### src/rtl/tone_pkg.sv
// Shared types and default constants for the multi-channel tone generator.
// Optional sweep logic is compiled in with MULTI_TONE_SWEEP_EN.
package tone_pkg;

   localparam int unsigned CNT_W        = 16;
   localparam int unsigned PRESCALE_W   = 9;
   localparam int unsigned SWEEP_MIN    = 16;
   localparam int unsigned MAX_CHANNELS = 16;

   typedef logic [CNT_W-1:0]                 half_period_t;
   typedef logic [$clog2(MAX_CHANNELS)-1:0]  chan_idx_t;

   // Channel-index width, never narrower than one bit.
   function automatic int unsigned chan_w(input int unsigned n);
      return (n > 1) ? $clog2(n) : 1;
   endfunction

endpackage

### src/rtl/tone_channel.sv
// One square-wave tone channel: half-period counter, toggle and optional sawtooth sweep.
// Sweep behaviour is compiled in only with MULTI_TONE_SWEEP_EN.
module tone_channel #(
   parameter int unsigned CNT_W     = 16,
   parameter int unsigned SWEEP_MIN = 16
) (
   input  logic             clock_i,
   input  logic             reset_i,
   input  logic             wr_en_i,
   input  logic [CNT_W-1:0] wr_half_period_i,
   input  logic             wr_sweep_i,
   input  logic             sweep_tick_i,
   output logic             tone_o,
   output logic             active_o
);

   logic [CNT_W-1:0] cnt_q, cnt_d;
   logic [CNT_W-1:0] base_q, base_d;
   logic [CNT_W-1:0] cur_h, cur_nxt;
   logic             tone_q, tone_d;
   logic             active_q;

`ifdef MULTI_TONE_SWEEP_EN
   logic [CNT_W-1:0] cur_q, cur_d;
   logic             sweep_q, sweep_d;

   assign cur_h   = cur_q;
   assign cur_nxt = cur_d;

   // Sawtooth: step down each tick, reload from base once at or below the floor.
   always_comb begin
      cur_d   = cur_q;
      sweep_d = sweep_q;
      if (sweep_tick_i && sweep_q && (cur_q != '0)) begin
         cur_d = (cur_q <= CNT_W'(SWEEP_MIN)) ? base_q : (cur_q - CNT_W'(1));
      end
      if (wr_en_i) begin
         cur_d   = wr_half_period_i;
         sweep_d = wr_sweep_i;
      end
   end

   always_ff @(posedge clock_i) begin
      if (reset_i) begin
         cur_q   <= '0;
         sweep_q <= 1'b0;
      end else begin
         cur_q   <= cur_d;
         sweep_q <= sweep_d;
      end
   end
`else
   logic [CNT_W:0] unused_sweep;

   assign cur_h        = base_q;
   assign cur_nxt      = base_d;
   assign unused_sweep = {wr_sweep_i ^ sweep_tick_i, CNT_W'(SWEEP_MIN)};
`endif

   // The >= compare lets a shrinking half-period toggle at once instead of wrapping.
   always_comb begin
      cnt_d  = cnt_q;
      tone_d = tone_q;
      base_d = base_q;
      if (cur_h == '0) begin
         cnt_d  = '0;
         tone_d = 1'b0;
      end else if (cnt_q >= (cur_h - CNT_W'(1))) begin
         cnt_d  = '0;
         tone_d = ~tone_q;
      end else begin
         cnt_d = cnt_q + CNT_W'(1);
      end
      if (wr_en_i) begin
         base_d = wr_half_period_i;
         cnt_d  = '0;
         tone_d = 1'b0;
      end
   end

   always_ff @(posedge clock_i) begin
      if (reset_i) begin
         cnt_q    <= '0;
         base_q   <= '0;
         tone_q   <= 1'b0;
         active_q <= 1'b0;
      end else begin
         cnt_q    <= cnt_d;
         base_q   <= base_d;
         tone_q   <= tone_d;
         active_q <= (cur_nxt != '0);
      end
   end

   assign tone_o   = tone_q;
   assign active_o = active_q;

endmodule

### src/rtl/multi_tone_generator.sv
// Multi-channel square-wave tone generator: write decode, ready flag and sweep prescaler.
// Define MULTI_TONE_SWEEP_EN to compile in the prescaler and downward frequency sweep.
module multi_tone_generator
   import tone_pkg::chan_w;
#(
   parameter int unsigned CHANNELS   = 4,
   parameter int unsigned CNT_W      = tone_pkg::CNT_W,
   parameter int unsigned PRESCALE_W = tone_pkg::PRESCALE_W,
   parameter int unsigned SWEEP_MIN  = tone_pkg::SWEEP_MIN
) (
   input  logic                          clock,
   input  logic                          reset,
   input  logic                          cfg_valid,
   output logic                          cfg_ready,
   input  logic [chan_w(CHANNELS)-1:0]   cfg_chan,
   input  logic [CNT_W-1:0]              cfg_half_period,
   input  logic                          cfg_sweep,
   output logic [CHANNELS-1:0]           tone,
   output logic [CHANNELS-1:0]           active
);

   localparam int unsigned CHAN_W = chan_w(CHANNELS);

   logic ready_q;
   logic sweep_tick;

   always_ff @(posedge clock) begin
      if (reset) begin
         ready_q <= 1'b0;
      end else begin
         ready_q <= 1'b1;
      end
   end

   assign cfg_ready = ready_q;

`ifdef MULTI_TONE_SWEEP_EN
   logic [PRESCALE_W-1:0] presc_q, presc_d;

   assign presc_d    = presc_q + PRESCALE_W'(1);
   assign sweep_tick = &presc_q;

   always_ff @(posedge clock) begin
      if (reset) begin
         presc_q <= '0;
      end else begin
         presc_q <= presc_d;
      end
   end
`else
   logic [PRESCALE_W-1:0] unused_presc;

   assign unused_presc = '0;
   assign sweep_tick   = 1'b0;
`endif

   // Out-of-range channel indices match no instance and are dropped.
   for (genvar g = 0; g < CHANNELS; g++) begin : g_chan
      logic wr_en;

      assign wr_en = cfg_valid && ready_q && (cfg_chan == CHAN_W'(g));

      tone_channel #(
         .CNT_W     (CNT_W),
         .SWEEP_MIN (SWEEP_MIN)
      ) u_chan (
         .clock_i          (clock),
         .reset_i          (reset),
         .wr_en_i          (wr_en),
         .wr_half_period_i (cfg_half_period),
         .wr_sweep_i       (cfg_sweep),
         .sweep_tick_i     (sweep_tick),
         .tone_o           (tone[g]),
         .active_o         (active[g])
      );
   end

endmodule

### config.mk
export PLATFORM = sky130hd
export DESIGN_NAME = multi_tone_generator
export DESIGN_NICKNAME = d
export VERILOG_FILES = /design/src/rtl/tone_pkg.sv /design/src/rtl/tone_channel.sv /design/src/rtl/multi_tone_generator.sv
export SDC_FILE = /design/constraint.sdc
export NUM_CORES = 1
export LEC_CHECK = 0
export CORE_ASPECT_RATIO = 2
export CORE_MARGIN = 4
export CORE_UTILIZATION = 45
export CTS_CLUSTER_DIAMETER = 120
export DETAILED_ROUTE_END_ITERATION = 7
export GPL_ROUTABILITY_DRIVEN = 0
export SYNTH_ARGS = -nofsm -noshare
export SYNTH_HDL_FRONTEND = slang
export SYNTH_SLANG_ARGS = --single-unit
### constraint.sdc
create_clock -name clock -period 6.6 [get_ports clock]
set_input_delay 0.66 -clock clock [delete_from_list [all_inputs] [get_ports clock]]
set_output_delay 0.66 -clock clock [all_outputs]
set_load 0.01 [all_outputs]
; ---- Word level (Yosys, flattened, before mapping)
; Cells that the tools add are included.
; Widths: inputs -> output; s select.
[word_totals]
regBits = 137
latchBits = 0
mem_bits_rw = 0
romBits = 0
input_bits = 22
output_inout_bits = 9
word_cells = 63
n_memories = 0
[op_classes]
n_addsub = 8
n_mul = 0
n_div = 0
order_cmp = 4
n_eq_ne = 3
n_shift = 0
mux = 5
n_bitwise = 4
reduce_logical = 22
[op_table]
columns = operator, n
row1 = $add 16x1->16 const B, 4
row2 = $ge 16x16->1, 4
row3 = $logic_not 16->1, 4
row4 = $mux 16, 4
row5 = $reduce_bool 16->1, 4
row6 = $sub 16x1->16 const B, 4
row7 = $reduce_or 4->1, 4
row8 = $reduce_or 3->1, 4
row9 = $logic_and 1x1->1, 5
row10 = $eq 2x2->1 const B, 2
row11 = $not 1->1, 4
row12 = $eq 2x1->1 const B, 1
row13 = $logic_not 2->1, 1
row14 = $mux 1, 1

; ---- Logic depth before layout (Yosys ltp)
; Gate-level depths: netlist of run 1.
[logic_depth]
depth_word = 4
mapped_depth = 14
mapped_depth_nobuf = 12

; ---- Hierarchy
; Synthesis of run 1 repeated with hierarchy kept, for this count alone.
[hier_totals]
cells_unflattened = 902
hier_area_um2 = 7997.7
[by_module_without_submodules]
columns = mod, n_inst, cells_per_inst, area_per_inst_um2, seq_area_each_um2
row1 = tone_channel (g_chan[0].u_chan ...), 3, 224, 1983.2, 680.7
row2 = tone_channel (g_chan[1].u_chan), 1, 223, 1975.6, 680.7
row3 = multi_tone_generator, 1, 7, 72.6, 20.0

; ---- Least setup slack after synthesis of run 1
; Ideal clock, no wire load.
[synth_timing]
path_kind = reg-to-reg
from = register g_chan[3].u_chan.base_q[0]
to = register g_chan[3].u_chan.cnt_q[10]
setup_time_ps = 64
arrival_time_ps = 3251
required_ps = 6536
setup_slack_ps = 3285
path_stages_with_launch = 14
n_path_buf = 1
period_less_slack_ps = 3315
cell_sequence = dfxtp_1 inv_1 ha_1 or3b_2 nor4_1 nand2_1 xor2_1 ha_1 nand4_1 nor2_1 a2111oi_0 nand3_1 buf_2 nor2_1
[synth_via]
elab_chain_cells = 3
elab_cells_between_ends = 4
classes_between = add/sub (1) / order compare (1) / reduce/logical (2)
[synth_lines]
columns = item, line
row1 = "start, declared", tone_channel.sv:18  ; logic [CNT_W-1:0] base_q, base_d;
row2 = "start signal, assigned", tone_channel.sv:89  ; base_q <= base_d;
row3 = $sub 16x1->16, tone_channel.sv:68  ; end else if (cnt_q >= (cur_h - CNT_W'(1))) begin
row4 = $ge 16x16->1, tone_channel.sv:68
row5 = $reduce_or 4->1 (no source line) *, --
row6 = "end signal, assigned", tone_channel.sv:88  ; cnt_q <= cnt_d;
row7 = "end, declared", tone_channel.sv:17  ; logic [CNT_W-1:0] cnt_q, cnt_d;
; Every way passes the cells marked *; elsewhere a longest branch is shown, timed or not.
; A chain may end at the register's enable or synchronous reset.

; ---- Final worst setup path of run 1
[layout_timing]
from = register g_chan[3].u_chan.base_q[0]
to = register g_chan[3].u_chan.cnt_q[14]
; The elaborated chain is that of the path after synthesis.

==> results of run 1 <==
[path summary, 6_finish.rpt]
path	from	endpoint	slack (ps)	depth (start not counted)
min reg2reg	g_chan[3].u_chan.cnt_q[0]$_SDFF_PP0_	g_chan[3].u_chan.cnt_q[0]$_SDFF_PP0_	450	1
min	g_chan[3].u_chan.cnt_q[0]$_SDFF_PP0_	g_chan[3].u_chan.cnt_q[0]$_SDFF_PP0_	450	1
max	g_chan[3].u_chan.base_q[0]$_SDFF_PP0_	g_chan[3].u_chan.cnt_q[14]$_SDFF_PP0_	2500	12
max reg2reg	g_chan[3].u_chan.base_q[0]$_SDFF_PP0_	g_chan[3].u_chan.cnt_q[14]$_SDFF_PP0_	2500	12
[worst reg2reg max path: stages (launching register included)]
cell,delay (ps)
dfxtp_1,330
inv_1,90
ha_1,180
or3b_2,500
nor4_1,590
nand2_1,140
xor2_1,170
ha_1,290
nand4_1,160
nor3_1,90
a2111oi_0,570
nand3_1,620
a21oi_1,270
[power breakdown]
| part | internal (mW) | switching, mW |
|---|---|---|
| sequential | 0.843 | 0.0162 |
| clock | 0.652 | 0.366 |
| combinational | 0.107 | 0.146 |
| total | 1.60 | 0.528 |
[flip-flops by register name (all words and copies together) (netlist names)]
signal                  count
g_chan.u_chan.cnt_q        64
cfg_ready                   1
g_chan.u_chan.tone_o        4
g_chan.u_chan.active_o      4
g_chan.u_chan.base_q       64
[metrics by stage]
step | util (%) | setup slack (ps) | instances | hold slack, ps | total power, mW
2_1_floorplan | - | 3290 | 943 | 426 | 1.06
3_3_place_gp | 48.0 | 2510 | 1149 | 438 | 1.13
3_5_place_dp | 48.0 | 2460 | 1149 | 445 | 1.13
4_1_cts | 51.8 | 2440 | 1181 | 458 | 2.16
5_1_grt | 51.8 | 2170 | 1181 | 498 | 2.23
6_report | 51.8 | 2500 | 1181 | 452 | 2.13
[placed cells by master (no fill, tap or decap), types with 18 or more instances in the layout]
cell type	n
nand2_1	172
dfxtp_1	137
a21oi_1	92
nor2_1	79
ha_1	72
xnor2_1	63
nor3_1	59
xor2_1	46
nand3_1	28
clkdlybuf4s50_1	28
inv_1	24
nor4_1	18
[layout make-up]
cell class                 count  area, µm²  share of cell area, %
clock inverter                11        170                   1.96
multi-input combinational    746       4630                   53.3
inverter                      24       90.1                   1.04
timing repair buffer          35        330                   3.80
clock buffer                  21        460                   5.30
sequential                   137       2740                   31.6
tap                          207        259                   2.98
[layer usage]
layer	vias up	routed length, µm	GRT usage, %
met1	2952	7040	20.7
met2	102	9380	35.8
met3	37	487	3.04
met5	-	0	0
li1	3293	-	-
met4	0	534	8.67
[cells by family (layout without fill, tap and decap cells)]
group | count (synthesis) | in the layout | share of synthesized area, %
AND/OR/NAND/NOR | 430 | 430 | 26.4
flip-flops | 137 | 137 | 35.9
AO/OA/AOI/OAI | 134 | 134 | 9.72
XOR/XNOR | 109 | 109 | 12.5
adder cells (fa/ha/maj) | 72 | 72 | 11.8
buffers and inverters | 60 | 91 | 3.58
multiplexers | 1 | 1 | 0.147
==> flow_summary_export.csv, run 1 <==
group,metric,value,unit
drt,wl,17400,µm
yosys,synth-edff-count,0,
critical_path,critPathKind,"register to register",
yosys,avgSynthCellArea,8.11,µm²
critical_path,crit_fanout,16,
yosys,synthTopCellsByArea,"dfxtp_1 36%, ha_1 12%, nand2_1 8.4%, xnor2_1 7.2%, a21oi_1 6.0%",
critical_path,cp_slowest_stage_delay,620,ps
floorplan,core.rowCount,67,
pwr,power.leakage,3.42,nW
clock_tree,clk_latency,420,ps
layout,fill_cells,1636,
critical_path,cp.arrival,4440,ps
place,dp_hpwl,13000,µm
sta,setup-tns-final,0,ps
clock_tree,cts-resized-gates,0,
critical_path,crit_slowest_cell,"nand3_1",
yosys,synth_top_flop_cell,"dfxtp_1",
clock_tree,cts.path.max_buffers,2,
grt,antenna_found_initial,0,
yosys,netlist_area,0.00765,mm²
grt,first_global_vias,6310,
sta,period_share,62.2,%
yosys,yosysSeqAreaShare,35.9,%
yosys,netlist_instances,943,
critical_path,cp-start-kind,"register",
sta,tightest_slew,778,ps
drt,ant_nets,0,
job,cap_violations,0,
yosys,yosysMostFrequentCell,"nand2_1",
sta,setup_viol,0,
layout,fin_area,0.00868,mm²
drt,wl_per_cell,14.8,µm
yosys,ys_async_sr_fraction,0,%
floorplan,die_w,100,µm
sta,fin_crit,4100,ps
clock_tree,post_cts_buffers,0,
yosys,synth_largest_area_cell,"dfxtp_1",
critical_path,cp_num_buf_inv,1,
critical_path,crit_family,"simple AND/OR/NAND/NOR gates",
floorplan,die_h,192,µm
drt,drt_pass1_iterations,5,
layout,syn_to_final_growth,13.5,%
yosys,synth_fp_nets,1037,
layout,fin_nets,1055,
grt,grt_max_degree,38,
pwr,power_density,245,mW/mm²
clock_tree,cts_tree,"built",
layout,antennaDiodeCount,0,
sta,rsz0062_at_grt,"false",
yosys,yosys_warnings,0,
critical_path,cp-end-kind,"register",
clock_tree,cts_buffers,17,
yosys,synth_top_area_share,35.9,%
drt,drc,0,
sta,maxSlewViolCount,0,
drt,vias,6384,
sta,hold_viol,0,
sta,clock_skew,8.84,ps
drt,viasPerCell,5.41,
grt,track_usage,19.2,%
grt,grt_remaining_overflow,0,
yosys,netlist_top_cells_count,"172 x nand2_1, 137 x dfxtp_1, 92 x a21oi_1",
sta,slew_headroom,48.0,%
yosys,synth.distinct_cells,50,
clock_tree,ctsHoldBuffers,0,
drt,drt_iter0_markers,232,
floorplan,num_io_pins,31,
pwr,peakVddDrop,0.000174,V
critical_path,cp.required,6930,ps
clock_tree,cts_sinks,137,
floorplan,coreArea,0.0168,mm²
clock_tree,cts_max_level,4,
clock_tree,clk_pin_slew,60,ps
yosys,ys_ff_latch,137,
outcome,status,"complete, no violations",
clock_tree,ctsRootBufferMaster,"clkbuf_16",
critical_path,cp_common_cell,"ha_1",
critical_path,crit_path_cell_trace,"inv_1 -> ha_1 -> or3b_2 -> nor4_1 -> nand2_1 -> xor2_1 -> ha_1 -> nand4_1 -> nor3_1 -> a2111oi_0 -> nand3_1 -> a21oi_1",
sta,fmax,244,MHz
floorplan,initial_utilization,45.6,%
grt,grt_pass1_wl,29700,µm
layout,drive_gt1_share,5.03,%
place,io_buffers,29,
floorplan,die_area,0.0193,mm²
place,place_area,0.00805,mm²
hold_path,hp-class,"register to register",
(Power assumes the default switching activity.)
==> inputs of run 2 (changes only) <==
- clock period: 6.6 -> 3.66 ns (I/O delays scaled with it)
==> run 2 against run 1 <==
Against the previous run:
- flip-flop and latch count is the same
- worst setup slack lost 2100 ps
- combinational power grew 85%
- global-route usage shrank 0.27 points
- first-iteration DRC count shrank 25%
- final cell count grew 0.85%
- total power grew 75%
- maximum frequency grew 24%
- non-clock buffer count grew 10
- critical path type unchanged
- critical endpoint unchanged
- largest power group unchanged
==> flow_summary_export.csv, run 2 (synthesis results as in run 1) <==
group,metric,value,unit
layout,reg.largest.list,"g_chan.u_chan.base_q x64, g_chan.u_chan.cnt_q x64",
critical_path,crit_family,"simple AND/OR/NAND/NOR gates",
layout,final-instance-count-excl-fill,1191,
floorplan,die_area,0.0193,mm²
clock_tree,cts_sinks,137,
floorplan,coreArea,0.0168,mm²
pwr,power.leakage,3.45,nW
critical_path,cp.arrival,3660,ps
sta,setup-tns-final,0,ps
drt,wl,17400,µm
clock_tree,cts_tree,"built",
floorplan,num_io_pins,31,
critical_path,cp_common_cell,"buf_4",
drt,wl_per_cell,14.6,µm
grt,grt_pass1_wl,29200,µm
layout,drive_gt1_share,6.00,%
sta,setup_viol,0,
sta,slew_headroom,55.1,%
clock_tree,ctsRootBufferMaster,"clkbuf_16",
pwr,p_comb_share,12.5,%
clock_tree,cts.path.max_buffers,2,
sta,fmax,302,MHz
pwr,power.switching,0.954,mW
place,place_inst,1159,
drt,vias,6369,
critical_path,cp.required,4010,ps
floorplan,die_h,192,µm
clock_tree,clk_latency,420,ps
grt,grt_max_degree,34,
hold_path,hp-class,"input port to register",
critical_path,crit_path_cell_trace,"nor4_1 -> buf_4 -> nand2_1 -> or3_1 -> nor4_1 -> xnor2_1 -> ha_1 -> nand4_1 -> nor2_1 -> a2111oi_0 -> buf_4 -> nand3_1 -> buf_4 -> a21oi_1",
grt,grt_remaining_overflow,0,
place,io_buffers,29,
job,cap_violations,0,
clock_tree,post_cts_buffers,0,
sta,rsz0062_at_grt,"false",
layout,layout_common_cells,"172 x nand2_1, 137 x dfxtp_1, 92 x a21oi_1",
floorplan,core.rowCount,67,
clock_tree,ctsHoldBuffers,0,
drt,drt_iter0_markers,173,
grt,first_global_vias,6150,
pwr,peakVddDrop,0.000284,V
critical_path,cp-start-kind,"register",
clock_tree,cts-resized-gates,0,
drt,drc,0,
critical_path,crit_slowest_cell,"or3_1",
critical_path,cp_slowest_stage_delay,430,ps
clock_tree,cts_max_level,4,
pwr,clkPwrFrac,46.0,%
layout,final_common_cell,"nand2_1",
pwr,p_seq_share,41.5,%
grt,track_usage,18.9,%
layout,fill_cells,1654,
sta,fin_crit,3310,ps
layout,fin_nets,1065,
clock_tree,clk_pin_slew,60,ps
clock_tree,cts_buffers,17,
sta,tightest_slew,673,ps
pwr,p_sw_share,25.5,%
critical_path,cp_num_buf_inv,3,
sta,period_share,90.3,%
layout,syn_to_final_growth,14.0,%
drt,ant_nets,0,
sta,hold_viol,0,
critical_path,critPathKind,"register to register",
critical_path,cp-end-kind,"register",
sta,clock_skew,7.53,ps
sta,maxSlewViolCount,0,
pwr,p_int,2.78,mW
pwr,power_density,428,mW/mm²
outcome,status,"complete, no violations",
grt,antenna_found_initial,0,
floorplan,die_w,100,µm
critical_path,crit_fanout,16,
drt,drt_pass1_iterations,5,
layout,antennaDiodeCount,0,
drt,viasPerCell,5.35,
place,dp_hpwl,13200,µm
floorplan,initial_utilization,45.6,%
==> run 2: cell types whose count changed in the layout (fill, tap and decap cells not counted), sizes merged <==
cell,before,now
clkbuf,21,22
clkinv,4,5
buf,7,17
clkinvlp,3,2
bufinv,4,2
inv,24,25
==> run 2: final cells by class <==
type / count / area, µm² / share of cell area (%)
multi-input combinational: 746 / 4630 / 53.1
sequential: 137 / 2740 / 31.5
clock buffer: 22 / 474 / 5.44
timing repair buffer: 45 / 405 / 4.65
tap: 207 / 259 / 2.97
clock inverter: 10 / 116 / 1.33
inverter: 24 / 90.1 / 1.03
==> run 2: path summary, 6_finish.rpt <==
check,from,end,slack (ps),cells past startpoint
max,g_chan[3].u_chan.base_q[2]$_SDFF_PP0_,g_chan[3].u_chan.cnt_q[14]$_SDFF_PP0_,350,14
min,reset,g_chan[0].u_chan.base_q[7]$_SDFF_PP0_,460,2
max reg2reg,g_chan[3].u_chan.base_q[2]$_SDFF_PP0_,g_chan[3].u_chan.cnt_q[14]$_SDFF_PP0_,350,14
min reg2reg,g_chan[3].u_chan.cnt_q[0]$_SDFF_PP0_,g_chan[3].u_chan.cnt_q[0]$_SDFF_PP0_,470,1
==> run 2: per-stage QoR <==
step | util [%] | hold WS [ps] | area, µm² | setup slack, ps | power [mW]
floorplan | - | 426 | 7650 | 345 | 1.92
global placement | 48.5 | 443 | 8130 | 354 | 2.05
detailed placement | 48.5 | 457 | 8130 | 311 | 2.06
CTS | 52.0 | 442 | 8720 | 286 | 3.78
global route | 52.0 | 482 | 8720 | 70.4 | 3.91
finish | 52.0 | 464 | 8720 | 354 | 3.74
==> run 2: layer usage <==
metal	track usage (%)	up-vias	wire length, µm
li1	-	3311	-
met1	20.4	2931	7060
met2	35.1	94	9320
met3	3.33	33	536
met4	8.61	0	505
met5	0	-	0
==> run 2: power by group through the flow <==
stage                     combinational, mW  clock, mW  sequential [mW]
final                                 0.468       1.72             1.55
after global routing                  0.537       1.82             1.55
after CTS                             0.477       1.75             1.55
after detailed placement              0.473          0             1.58
after global placement                0.466          0             1.58
after floorplan                       0.342          0             1.58
